### config.mk
export PLATFORM = sky130hd
export DESIGN_NAME = grem_life_ctl
export DESIGN_NICKNAME = d
export VERILOG_FILES = /design/src/rtl/deathrace_pkg.sv /design/src/rtl/hit_box_cmp.sv /design/src/rtl/grem_life_ctl.sv
export SDC_FILE = /design/constraint.sdc
export NUM_CORES = 1
export LEC_CHECK = 0
export ABC_CLOCK_PERIOD_IN_PS = 2800
export BUFFER_PORTS_ARGS = -buffer_cell sky130_fd_sc_hd__buf_2
export CAP_MARGIN = 10
export CORE_MARGIN = 10
export CORE_UTILIZATION = 53
export DETAILED_ROUTE_END_ITERATION = 8
export PLACE_DENSITY_LB_ADDON = 0.15
export REMOVE_ABC_BUFFERS = 1
export SETUP_SLACK_MARGIN = 0.15
export SYNTH_ARGS = -nofsm -noshare
export SYNTH_HDL_FRONTEND = slang
export SYNTH_SLANG_ARGS = --single-unit
### constraint.sdc
create_clock -name clk -period 2.8 [get_ports clk]
set_input_delay 0.42 -clock clk [delete_from_list [all_inputs] [get_ports clk]]
set_output_delay 0.42 -clock clk [all_outputs]
set_load 0.01 [all_outputs]
### src/rtl/deathrace_pkg.sv
// ----------------------------------------------------------------------------
// deathrace_pkg
//   Shared constants and types for the Death Race sprite/game-logic blocks.
//   Holds the VGA bus macros, sprite geometry (gremlin 16x32, car defaults),
//   the score limit, and the gremlin life-cycle state type.
//   Ports: none (package).
// ----------------------------------------------------------------------------

`ifndef DEATHRACE_VGA_MACROS
`define DEATHRACE_VGA_MACROS
`define VGA_COORD_W 11
`define VGA_RGB_W   12
`define VGA_BUS_W   (2*`VGA_COORD_W + `VGA_RGB_W + 2)
`endif

package deathrace_pkg;

    // Screen coordinate width shared by every sprite position bus.
    localparam int COORD_W    = `VGA_COORD_W;

    // Gremlin sprite footprint.
    localparam int GREM_W     = 16;
    localparam int GREM_H     = 32;

    // Default car sprite footprint.
    localparam int CAR_W_DEF  = 32;
    localparam int CAR_H_DEF  = 32;

    // Kill counter: 10-bit binary, saturating at three decimal digits.
    localparam int SCORE_W    = 10;
    localparam int SCORE_MAX  = 999;

    // Per-state frame counter width.
    localparam int CNT_W      = 8;

    typedef enum logic [1:0] {
        SPAWN = 2'd0,
        ALIVE = 2'd1,
        SPLAT = 2'd2,
        DEAD  = 2'd3
    } life_state_e;

    // Increment that sticks at SCORE_MAX.
    function automatic logic [SCORE_W-1:0] score_inc(input logic [SCORE_W-1:0] v);
        return (v == SCORE_W'(SCORE_MAX)) ? v : v + 1'b1;
    endfunction

endpackage

### src/rtl/hit_box_cmp.sv
// ----------------------------------------------------------------------------
// hit_box_cmp
//   Pure combinational axis-aligned box overlap test between box A (top-left
//   a_x/a_y, size A_W x A_H) and box B (top-left b_x/b_y, size B_W x B_H).
//   Edges that merely touch do not count as overlap. Sums are formed one bit
//   wider than the coordinates so a box near the right/bottom limit cannot
//   wrap around and fake an overlap.
//   Ports:
//     a_x, a_y  in   box A top-left
//     b_x, b_y  in   box B top-left
//     overlap   out  1 when the two boxes share at least one pixel
// ----------------------------------------------------------------------------
module hit_box_cmp
    import deathrace_pkg::*;
#(
    parameter int POS_W = COORD_W,
    parameter int A_W   = CAR_W_DEF,
    parameter int A_H   = CAR_H_DEF,
    parameter int B_W   = GREM_W,
    parameter int B_H   = GREM_H
) (
    input  logic [POS_W-1:0] a_x,
    input  logic [POS_W-1:0] a_y,
    input  logic [POS_W-1:0] b_x,
    input  logic [POS_W-1:0] b_y,
    output logic             overlap
);

    localparam int SUM_W = POS_W + 1;

    logic [SUM_W-1:0] ax, ay, bx, by;

    assign ax = {1'b0, a_x};
    assign ay = {1'b0, a_y};
    assign bx = {1'b0, b_x};
    assign by = {1'b0, b_y};

    assign overlap = (bx < ax + SUM_W'(A_W)) &&
                     (ax < bx + SUM_W'(B_W)) &&
                     (by < ay + SUM_W'(A_H)) &&
                     (ay < by + SUM_W'(B_H));

endmodule

### src/rtl/grem_life_ctl.sv
// ----------------------------------------------------------------------------
// grem_life_ctl
//   Gremlin life cycle: SPAWN -> ALIVE -> (run over) SPLAT -> DEAD -> ALIVE.
//   All state, counter, tombstone and score updates happen on frame ticks
//   (en=1); only the one-clk hit pulse clears regardless of en.
//   Optional feature: define GREM_SCORE_EN to build the saturating kill
//   counter; without it score is tied to zero and no register is built.
//   Ports:
//     clk          in   system clock
//     rst          in   synchronous active-high reset
//     en           in   frame tick, one clk per frame
//     car_x/car_y  in   car top-left
//     grem_x/y     in   gremlin top-left
//     grem_enable  out  1 while the gremlin roams (ALIVE)
//     hit          out  one-clk pulse per kill
//     tomb_valid   out  tombstone shown (SPLAT)
//     tomb_x/y     out  tombstone position, held until the next kill
//     score        out  kill count
// ----------------------------------------------------------------------------
module grem_life_ctl
    import deathrace_pkg::*;
#(
    parameter int CAR_W          = CAR_W_DEF,
    parameter int CAR_H          = CAR_H_DEF,
    parameter int SPLAT_FRAMES   = 60,
    parameter int RESPAWN_FRAMES = 120
) (
    input  logic               clk,
    input  logic               rst,
    input  logic               en,
    input  logic [COORD_W-1:0] car_x,
    input  logic [COORD_W-1:0] car_y,
    input  logic [COORD_W-1:0] grem_x,
    input  logic [COORD_W-1:0] grem_y,
    output logic               grem_enable,
    output logic               hit,
    output logic               tomb_valid,
    output logic [COORD_W-1:0] tomb_x,
    output logic [COORD_W-1:0] tomb_y,
    output logic [SCORE_W-1:0] score
);

    // Terminal counts: a value of N keeps the state for exactly N ticks.
    localparam logic [CNT_W-1:0] SPLAT_LAST   = CNT_W'(SPLAT_FRAMES - 1);
    localparam logic [CNT_W-1:0] RESPAWN_LAST = CNT_W'(RESPAWN_FRAMES - 1);

    life_state_e        state_q, state_d;
    logic [CNT_W-1:0]   cnt_q, cnt_d;
    logic               kill;
    logic               overlap;
    logic               hit_q;
    logic [COORD_W-1:0] tomb_x_q, tomb_y_q;

    hit_box_cmp #(
        .POS_W (COORD_W),
        .A_W   (CAR_W),
        .A_H   (CAR_H),
        .B_W   (GREM_W),
        .B_H   (GREM_H)
    ) u_hit_box (
        .a_x     (car_x),
        .a_y     (car_y),
        .b_x     (grem_x),
        .b_y     (grem_y),
        .overlap (overlap)
    );

    // Next-state and counter logic. Overlap is only consulted in ALIVE, and
    // leaving ALIVE on the kill tick guarantees one hit per ALIVE period.
    always_comb begin
        // NOTE: every output of this block gets a default before any branch,
        // so no path leaves a variable unassigned and no latch is inferred.
        state_d = state_q;
        cnt_d   = cnt_q;
        kill    = 1'b0;
        if (en) begin
            case (state_q)
                SPAWN: begin
                    state_d = ALIVE;
                    cnt_d   = '0;
                end
                ALIVE: begin
                    if (overlap) begin
                        state_d = SPLAT;
                        cnt_d   = '0;
                        kill    = 1'b1;
                    end
                end
                SPLAT: begin
                    if (cnt_q == SPLAT_LAST) begin
                        state_d = DEAD;
                        cnt_d   = '0;
                    end else begin
                        cnt_d = cnt_q + 1'b1;
                    end
                end
                DEAD: begin
                    if (cnt_q == RESPAWN_LAST) begin
                        state_d = ALIVE;
                        cnt_d   = '0;
                    end else begin
                        cnt_d = cnt_q + 1'b1;
                    end
                end
                default: begin
                    state_d = SPAWN;
                    cnt_d   = '0;
                end
            endcase
        end
    end

    // NOTE: registers use non-blocking assignments so every flop samples the
    // pre-edge values, independent of statement order.
    always_ff @(posedge clk) begin
        if (rst) begin
            state_q <= SPAWN;
            cnt_q   <= '0;
        end else begin
            state_q <= state_d;
            cnt_q   <= cnt_d;
        end
    end

    // Kill side effects: the pulse follows the kill decision every clk, so it
    // drops by itself one clk later even when en stays low.
    always_ff @(posedge clk) begin
        if (rst) begin
            hit_q    <= 1'b0;
            tomb_x_q <= '0;
            tomb_y_q <= '0;
        end else begin
            hit_q <= kill;
            if (kill) begin
                tomb_x_q <= grem_x;
                tomb_y_q <= grem_y;
            end
        end
    end

`ifdef GREM_SCORE_EN
    logic [SCORE_W-1:0] score_q;

    // Bumps on the same edge that raises hit, so both are seen together.
    always_ff @(posedge clk) begin
        if (rst) begin
            score_q <= '0;
        end else if (kill) begin
            score_q <= score_inc(score_q);
        end
    end

    assign score = score_q;
`else
    assign score = '0;
`endif

    assign grem_enable = (state_q == ALIVE);
    assign tomb_valid  = (state_q == SPLAT);
    assign hit         = hit_q;
    assign tomb_x      = tomb_x_q;
    assign tomb_y      = tomb_y_q;

endmodule

==> impl_metrics.tcl <==
set metrics [dict create \
    run_status "finished clean" \
    worst_r2r_startpoint "cnt_q[0]" \
    layout-drive-gt1-share 0.240 \
    detail_route.wl_per_cell_um 15.0 \
    final_common_cell "sky130_fd_sc_hd__buf_2" \
    critPathArrivalTime_ns 2.69 \
    postSynth.topFlopCell "sky130_fd_sc_hd__dfxtp_1" \
    tritoncts "done" \
    cp-start-kind "input pin" \
    total_drc_errors_in_the_routed_layout 0 \
    postLayoutSetupSlackWorst_ns 0.273 \
    synth_adder_area_share 0.211 \
    setup.worst_path.end_class "register" \
    postSynthRegisterBits 33 \
    total_leakage_power_nw 1.61 \
    clock_latency_ns 0.28 \
    cap_violations 0 \
    port-buffer-count 71 \
    initial_antenna_violation_count 0 \
    timing.final.max_slew_violations 0 \
    synth_area_per_cell_um2 7.87 \
    first_iter_violations 210 \
    final.setup_skew_ns 0.00821 \
    placement_rows 26 \
    tns_ns 0 \
    yosysUniqueCellTypes 44 \
    rr_endpoint "cnt_q[3]" \
    wire_length_of_the_first_global_routing_pass_um 13000 \
    net_count_of_the_finished_layout 535 \
    fp.dieW_um 93.2 \
    tritoncts_num_sinks 33 \
    dieHeight_um 93.2 \
    irDropWorstVdd_uv 388 \
    core-area_um2 5140 \
    cts-buffers-inserted 5 \
    synth.top_cell.area_share 0.232 \
    vias 2845 \
    syn-cell-area_um2 2840 \
    worstRegToRegCells 7 \
    synth-seq-area-share 0.232 \
    grt-ovfl-total 0 \
    power-per-cell-area_nw_per_um2 431 \
    netlist_instances 361 \
    cp_max_fanout 5 \
    hold_class "input pin to register" \
    top_level_ports 82 \
    grt_start_max_net_pins 34 \
    ctsLongestPathBuffers 2 \
    cts.clk_slew.worst_paths_ns 0.07 \
    first_global_vias 2884 \
    crit_required_ns 2.97 \
    gr-usage-all-layers 0.175 \
    holdBufCountCts 0 \
    post_synth_mux_area_share 0 \
    seq_area_um2 661 \
    area_growth_pct 20.9 \
    achievable-frequency_mhz 396 \
    initial_standard_cell_utilization_of_the_core 0.553 \
    worst_pin_slew_ns 0.545 \
    yosys.area_share.xor_xnor 0.0524 \
    routed_wl_um 7690 \
    num_antenna_cells 0 \
    detail-route-antenna-nets 0 \
    worstHoldEndpoint "tomb_y[0]" \
    setup_repair_after_global_routing_missed_its_margin "false" \
    worst_slew_margin_rel 0.636 \
    hold_depth 3 \
    routability_cong 0.824 \
    die-area_um2 8690 \
    share_of_the_cycle_needed_by_the_critical_path_after_routing 0.902 \
    fillerInstances 478 \
    yosys.area_share.simple 0.203 \
    detailedPlace.worstSlack_ns -0.0368 \
    ys_warn_count 0 \
    worstSetupPathType "input pin to register" \
    drt-vias-per-instance 5.57 \
    reg2reg_setup_slack_ns 0.79 \
    total_area_of_multi_input_combinational_cells_um2 1990 \
    cts.root.buffer_cell "sky130_fd_sc_hd__clkbuf_8" \
    hpwl_um 6080 \
    ys_async_sr_fraction 0 \
    yosysTopAreaCell "sky130_fd_sc_hd__dfxtp_1" \
    crit_path_start "grem_x[4]" \
    min_clock_period_post_route_ns 2.53 \
    synth-compound-area-share 0.216 \
    mostFrequentLayoutCells "sky130_fd_sc_hd__buf_2, sky130_fd_sc_hd__ha_1, sky130_fd_sc_hd__nand3_1" \
    drtPass1Iterations 6 \
    setup_viol 0 \
    synth-edff-count 0 \
    synth_top_family_by_area "compound AO/OA/AOI/OAI gates" \
    h-tree-depth 2 \
    number_of_hold_violations_in_the_final_report 0 \
    synth_top_cells_by_area "sky130_fd_sc_hd__dfxtp_1, sky130_fd_sc_hd__ha_1, sky130_fd_sc_hd__nand3_1" \
    hold_start "grem_y[0]" \
]
area by class of cell:
| cell class | count | share of cell area |
|---|---|---|
| flip-flops and latches | 33 | 0.192 |
| clock buffers | 7 | 0.0251 |
| repair buffers | 89 | 0.143 |
| clock inverters | 1 | 0.00874 |
| inverters | 24 | 0.0262 |
| well taps | 70 | 0.0255 |
| multi-input cells | 287 | 0.579 |
sequential cells by signal, indices dropped and copies added, names as in the netlist:
name,cells
cnt_q,8
hit,1
tomb_x,11
state_q,2
tomb_y,11
how the worst max path moves through the flow:
stage                     endpoint  slack (ns)
after floorplan           cnt_q[2]       -0.27
after global placement    cnt_q[1]        0.01
after detailed placement  cnt_q[2]       -0.04
after CTS                 cnt_q[2]        0.26
after global routing      cnt_q[2]        0.15
final                     cnt_q[2]        0.27
power by group:
group | switching, W | leakage (nW) | internal, W | total (W)
logic | 0.000321 | 1.28 | 0.000202 | 0.000523
registers | 0.0000137 | 0.266 | 0.000486 | 0.000500
clock network | 0.000169 | 0.0585 | 0.000290 | 0.000459
synth_stat cells (all sizes together) (2+ instances only):
cell type,n
nor2b,6
clkbuf,10
xor2,9
a21o,2
buf,16
nand4,2
xnor2,8
and3,5
o22ai,2
and4,3
nand3,44
a32o,5
o211a,2
nand4b,2
nor3,5
or3,3
nor4,6
o41ai,2
nand2,21
ha,48
a211oi,8
inv,23
a21oi,36
nor2,12
o21ai,38
dfxtp,33
through the flow:
stage / hold WS, ns / utilization / instances / area (um2) / power, W
2_1_floorplan: 0.482 / - / 344 / 2730 / 0.000814
3_3_place_gp: 0.461 / 0.643 / 503 / 3300 / 0.00102
3_5_place_dp: 0.465 / 0.643 / 503 / 3300 / 0.00102
4_1_cts: 0.404 / 0.666 / 511 / 3420 / 0.00149
5_1_grt: 0.425 / 0.668 / 511 / 3440 / 0.00158
6_report: 0.412 / 0.668 / 511 / 3440 / 0.00148
worst max-delay path, cell delays in order:
cell,delay (ns)
sky130_fd_sc_hd__buf_2,0.12
sky130_fd_sc_hd__ha_1,0.21
sky130_fd_sc_hd__buf_4,0.14
sky130_fd_sc_hd__xnor2_1,0.11
sky130_fd_sc_hd__ha_1,0.29
sky130_fd_sc_hd__nand4b_1,0.12
sky130_fd_sc_hd__nor2_2,0.11
sky130_fd_sc_hd__a211oi_2,0.07
sky130_fd_sc_hd__or3_4,0.38
sky130_fd_sc_hd__nand4_1,0.14
sky130_fd_sc_hd__buf_4,0.16
sky130_fd_sc_hd__nor4_1,0.05
sky130_fd_sc_hd__or3_1,0.38
kinds of logic (layout without fill, tap and decap cells):
family          after synthesis  in the layout
simple gates                111            111
xor+xnor                     17             17
fa+ha+maj                    48             48
buf+inv                      50            121
compound gates              101            101
flops                        33             33
other cells                   1             10
per-layer routing:
metal  track usage  share of wire
met3        0.0448          0.067
met2         0.300           0.48
met1         0.210           0.44
met4        0.0488          0.012
met5             0              0
what timing repair did:
| action | CTS | global route |
|---|---|---|
| setup buffers | 0 | 0 |
| gates resized for setup | 0 | 4 |
| endpoints found under the setup margin | 0 | 12 |
Note: power is estimated with default switching activity, not from simulation.
